File: src/rtl/regfile_read_port.sv
// regfile_read_port: 32-entry register array with one write port and two
// operand read ports. Reads are served through a registered valid/ready
// request/response stage with a latency of one cycle.
// Optional feature macro: REGFILE_WRITE_BYPASS_EN forwards same-cycle write
// data into a response whose read address matches the write row.

module regfile_read_port #(
    parameter int DATA_WIDTH = 64,
    parameter int ZERO_REG   = 31
) (
    input  logic                  clk,
    input  logic                  reset,
    input  logic                  WriteEnable,
    input  logic [4:0]            WriteRegister,
    input  logic [DATA_WIDTH-1:0] WriteData,
    input  logic                  req_valid,
    output logic                  req_ready,
    input  logic [4:0]            ReadRegister1,
    input  logic [4:0]            ReadRegister2,
    output logic                  resp_valid,
    input  logic                  resp_ready,
    output logic [DATA_WIDTH-1:0] ReadData1,
    output logic [DATA_WIDTH-1:0] ReadData2
);

    localparam logic [4:0] ZeroAddr = 5'(ZERO_REG);

    typedef enum logic {
        Empty = 1'b0,
        Full  = 1'b1
    } state_t;

    state_t                state_q;
    logic [DATA_WIDTH-1:0] regs_q [32];
    logic [DATA_WIDTH-1:0] readData1_q;
    logic [DATA_WIDTH-1:0] readData2_q;
    logic [DATA_WIDTH-1:0] readData1_d;
    logic [DATA_WIDTH-1:0] readData2_d;
    logic [DATA_WIDTH-1:0] operand1;
    logic [DATA_WIDTH-1:0] operand2;
    logic [31:0]           rowWriteEn;
    logic                  reqFire;

    assign resp_valid = (state_q == Full);
    assign req_ready  = !resp_valid || resp_ready;
    assign reqFire    = req_valid && req_ready;
    assign ReadData1  = readData1_q;
    assign ReadData2  = readData2_q;

    // One-hot row write enables; the hardwired-zero row never gets one.
    always_comb begin
        rowWriteEn = '0;
        if (WriteEnable && (WriteRegister != ZeroAddr)) begin
            rowWriteEn[WriteRegister] = 1'b1;
        end
    end

    // Register array: cleared on reset, each row loads write data when enabled.
    always_ff @(posedge clk or posedge reset) begin
        if (reset) begin
            for (int i = 0; i < 32; i++) begin
                regs_q[i] <= '0;
            end
        end else begin
            for (int i = 0; i < 32; i++) begin
                if (rowWriteEn[i]) begin
                    regs_q[i] <= WriteData;
                end
            end
        end
    end

    // Operand selection, optional write forwarding, zero-register override last.
    always_comb begin
        operand1 = regs_q[ReadRegister1];
        operand2 = regs_q[ReadRegister2];
`ifdef REGFILE_WRITE_BYPASS_EN
        if (WriteEnable && (WriteRegister == ReadRegister1)) begin
            operand1 = WriteData;
        end
        if (WriteEnable && (WriteRegister == ReadRegister2)) begin
            operand2 = WriteData;
        end
`endif
        if (ReadRegister1 == ZeroAddr) begin
            operand1 = '0;
        end
        if (ReadRegister2 == ZeroAddr) begin
            operand2 = '0;
        end
    end

    // Response data loads only on a request handshake and otherwise holds.
    always_comb begin
        readData1_d = readData1_q;
        readData2_d = readData2_q;
        if (reqFire) begin
            readData1_d = operand1;
            readData2_d = operand2;
        end
    end

    // Two-state output stage controller with registered response data.
    always_ff @(posedge clk or posedge reset) begin
        if (reset) begin
            state_q     <= Empty;
            readData1_q <= '0;
            readData2_q <= '0;
        end else begin
            readData1_q <= readData1_d;
            readData2_q <= readData2_d;
            case (state_q)
                Empty: begin
                    if (reqFire) begin
                        state_q <= Full;
                    end
                end
                Full: begin
                    if (resp_ready && !reqFire) begin
                        state_q <= Empty;
                    end
                end
            endcase
        end
    end

endmodule

File: config.mk
export PLATFORM = sky130hd
export DESIGN_NAME = regfile_read_port
export DESIGN_NICKNAME = d
export VERILOG_FILES = /design/src/rtl/regfile_read_port.sv
export SDC_FILE = /design/constraint.sdc
export NUM_CORES = 2
export LEC_CHECK = 0
export CELL_PAD_IN_SITES_DETAIL_PLACEMENT = 0
export CELL_PAD_IN_SITES_GLOBAL_PLACEMENT = 1
export CORE_ASPECT_RATIO = 0.75
export CORE_MARGIN = 2
export CORE_UTILIZATION = 35
export CTS_BUF_LIST = sky130_fd_sc_hd__clkbuf_4
export DETAILED_ROUTE_END_ITERATION = 7
export PLACE_DENSITY = 0.58
export SYNTH_ARGS = -nofsm -noshare
export SYNTH_HDL_FRONTEND = slang
export SYNTH_SLANG_ARGS = --single-unit
export TNS_END_PERCENT = 10
File: constraint.sdc
create_clock -name clk -period 130.5 [get_ports clk]
set_input_delay 13.05 -clock clk [delete_from_list [all_inputs] [get_ports clk]]
set_output_delay 13.05 -clock clk [all_outputs]
set_load 0.01 [all_outputs]
### Yosys cells after proc, flatten, opt, wreduce, memory -nomap -nowiden

Index checks and enable logic that the tools add are counted.

* register bits after elaboration: 2177
* bits of input ports: 84
* output and inout port bits: 130
* logic and storage cells: 66

* $lt $le $gt $ge: 4
* equality and inequality tests: 3
* muxes and demuxes: 14
* bitwise gates (word level): 3
* reductions and logical operators: 7

Operator list (number)
* binary-select mux 64 bit (select 5 bit): 2
* two-way mux 64 bit: 6
* two-way mux 32 bit: 1
* >= comparator 6 bit (second input constant): 2
* inverter 5 -> 6 bit: 2
* equality test 5 bit (second input constant): 2
* < comparator 5 x 6 -> 1 bit (second input constant): 1
* demux 1 bit (select 5 bit): 1
* >= comparator 5 x 1 -> 1 bit (second input constant): 1
* inequality test 5 bit (second input constant): 1
* logical AND 1 bit: 4
* two-way mux 1 bit: 3
* logical NOT 1 bit: 2
* case mux 1 bit (2 select lines): 1
* logical OR 1 bit: 1
* inverter 1 bit: 1

### Depth between registers and ports, before layout

* word-level depth: 7
* depth in mapped cells: 10
* gate-level depth less buffers: 5

### Least setup slack after synthesis

Ideal clock, no wire load.

* path kind: input port to output port
* start point: input port resp_ready
* end point: output port req_ready
* data arrival time: 13.233 ns
* required time: 117.450 ns
* slack: 104.217 ns
* cell stages on the path: 1
* buffers on the path: 0
* path through: nand2b_1

* word-level cells in the longest chain between the ends: 1

Ends and longest elaborated chain
* start: declaration: RTL line 21 `input logic resp_ready,`
* logical OR 1 bit: RTL line 45 `assign req_ready = !resp_valid || resp_ready;`
* end: declaration: RTL line 17 `output logic req_ready,`

Every way passes these cells.

### Final worst setup path

Ends and elaborated chain as after synthesis.

==> results_dict.tcl <==
set metrics [dict create \
    areaGrowthSynthToFinish_pct 11.7 \
    overflow 0 \
    path_delay_family "buffers and inverters" \
    netlist_area_mm2 0.112 \
    slew_headroom 0.0663 \
    grt_max_degree 161 \
    seqPwrFrac 0.467 \
    core.rowCount 180 \
    yosys.area.top_type_share 0.485 \
    drive_gt1_frac 0.463 \
    hpwl_um 218000 \
    crit_top_cell "clkdlybuf4s50_1" \
    synth_nets 7926 \
    power_leakage_uw 0.0552 \
    grt_pass1_wl_um 583000 \
    die_h_um 495 \
    layout_setup_ws_ns 103.20 \
    p_sw_uw 567 \
    htree_levels 6 \
    cts_root_buf "clkbuf_4" \
    routabilityCongestion 0.769 \
    cts-resized-gates 0 \
    finalSetupViolCount 0 \
    pwr_density_cell_mw_per_mm2 15.3 \
    synthCells 7842 \
    share_comb_of_total_power 0.200 \
    synth_flop_cell "dfrtp_1" \
    post_drt_wl_per_cell_um 32.0 \
    io_pins 214 \
    endpoint_kind "output port" \
    place_ws_ns 103.20 \
    cp.arrival_ns 14.25 \
    cp_max_fo 3 \
    nFillCells 30000 \
    dieArea_mm2 0.326 \
    postLayoutCoreUtil 0.392 \
    peakVddDrop_uv 8.44 \
    synth_adder_area_share 0 \
    dr.first_iter.drc_count 6266 \
    holdWs_ns 0.398 \
    slowest_stage "clkdlybuf4s50_1" \
    fin_crit_sh 0.209 \
    cp.depth 3 \
    ant_nets 0 \
    die_w_um 658 \
    synth_area_leader_cell "dfrtp_1" \
    maxSlewViolCount 0 \
    yosys.area_share.simple 0.0140 \
    required_ns 117.45 \
    grt_usage 0.246 \
    hp-class "reg -> reg" \
    rsz0062_at_grt "false" \
    crit_chain "clkdlybuf4s50_1 > nand2b_1 > clkdlybuf4s50_1" \
    status "finished clean" \
    internal-power_uw 1360 \
    io_buffer_count 213 \
    cp-start-kind "input pin" \
    synth_compound_area_frac 0.0597 \
    sw_frac_of_total 0.295 \
    synth.most_common_cell "dfrtp_1" \
    yosys_warnings 0 \
    grt_antenna_before_repair 43 \
    core-area_mm2 0.320 \
    async_reset_ff_frac 1.00 \
    wl_um 405000 \
    cts_setup_buffers 0 \
    yosysSeqAreaShare 0.485 \
    synthMuxAreaShare 0.407 \
    hold_path_depth 0 \
    clockPowerShare 0.333 \
    max_stage_delay_ns 0.57 \
    detailroute.via_count 75200 \
    synthTopCellsByCount "dfrtp_1, mux2_2, mux2i_1" \
    r2r.worst_path.cells 6 \
    synth_top_family_by_area "multiplexers" \
    max_freq_mhz 36.6 \
    hold_violations 0 \
    p_total_uw 1930 \
    nets 8024 \
    start_util 0.351 \
    dr.pass1.iters 8 \
    clock_skew_ns 0.0596 \
    clock_latency_ns 1.35 \
    clock_tree.buffer_depth 4 \
    cts-hold-fix-buffers 0 \
    tns_ns 0 \
    min_period_ns 27.31 \
    syn_area_per_cell_um2 14.3 \
    tightest_slew_ns 1.40 \
    crit_buf_inv 2 \
    via_per_inst 5.94 \
    synth_edf_count 0 \
    grt_pass1_vias 78700 \
    ys_ff_latch 2177 \
    critPathKind "in -> out" \
    cts_buffers 600 \
    clock_sinks 2177 \
    clkTransAtPathRegs_ns 0.06 \
    synth_xor_area_frac 0 \
    drc_errors 0 \
    cts_tree "built" \
    synthTopCellsByArea "dfrtp_1, mux2_2, mux4_2, mux2i_1, clkbuf_1" \
    synth_cell_type_count 40 \
    cap_violations 0 \
]
[placed cells by master (no fill, tap or decap), drive strengths merged, types with 4 or more instances in the layout]
| cell type | count |
|---|---|
| nor3 | 147 |
| o41ai | 36 |
| dfrtp | 2177 |
| nand2 | 88 |
| mux2i | 848 |
| clkinvlp | 5 |
| nand4 | 5 |
| mux2 | 2047 |
| nand3 | 10 |
| clkdlybuf4s50 | 204 |
| buf | 187 |
| mux4 | 631 |
| clkinv | 111 |
| a22oi | 89 |
| a2111oi | 61 |
| nand3b | 6 |
| clkbuf | 896 |
| inv | 9 |
| nor2 | 53 |
| nand2b | 6 |
| bufinv | 12 |
| o22ai | 303 |
| a21oi | 135 |
| a22o | 150 |
| nor2b | 7 |
| nor3b | 4 |
| diode | 15 |
| o211ai | 28 |
| a211oi | 34 |
| o221ai | 64 |
[stage by stage]
step           std cells  area, µm²
4_1_cts            12600     125000
3_5_place_dp       11600     118000
3_3_place_gp       11600     118000
2_1_floorplan       7842     112000
5_1_grt            12700     125000
6_report           12700     125000
[power groups by stage]
stage / registers (µW) / clock network (µW) / logic (µW)
6_report: 900 / 642 / 385
5_1_grt: 915 / 698 / 414
2_1_floorplan: 885 / 0 / 292
3_3_place_gp: 901 / 0 / 378
4_1_cts: 896 / 661 / 387
3_5_place_dp: 909 / 0 / 386
[logic make-up (layout without fill, tap and decap cells)]
group | Yosys count | in the layout
DFF | 2177 | 2177
AOI/OAI and AO/OA | 908 | 908
muxes | 3526 | 3526
buffers and inverters | 897 | 1424
other | 0 | 15
and+or+nand+nor | 334 | 334
[registers in the layout (all words and copies together) (netlist names)]
signal / cells
resp_valid: 1
regs_q: 2048
ReadData2: 64
ReadData1: 64
[per-layer routing]
layer,global-route usage,share of wire,vias to the layer above
met5,0,0.00040,-
met4,0.0801,0.031,22
met3,0.0434,0.059,753
li1,-,-,30800
met2,0.379,0.45,2719
met1,0.351,0.46,40900
[cell type report]
type / count / area [µm²] / area share
antenna: 15 / 37.5 / 0.000299
timing repair buffer: 392 / 3680 / 0.0293
clock buffer: 895 / 6720 / 0.0535
tap: 4277 / 5350 / 0.0426
multi-input combinational: 4768 / 54400 / 0.433
sequential: 2177 / 54500 / 0.434
clock inverter: 136 / 856 / 0.00682
inverter: 1 / 11.3 / 0.0000897
[path summary, 6_finish.rpt]
path                       startpoint            end  slack, ns
max                        resp_ready      req_ready     103.20
min                        regs_q[56]     regs_q[56]       0.40
max reg2reg                resp_valid   ReadData2[5]     127.69
min in group asynchronous       reset  ReadData1[61]      12.25
min reg2reg                regs_q[56]     regs_q[56]       0.40
max in group asynchronous       reset  ReadData1[15]     113.56
No activity file was read; power rests on OpenSTA's default activity.
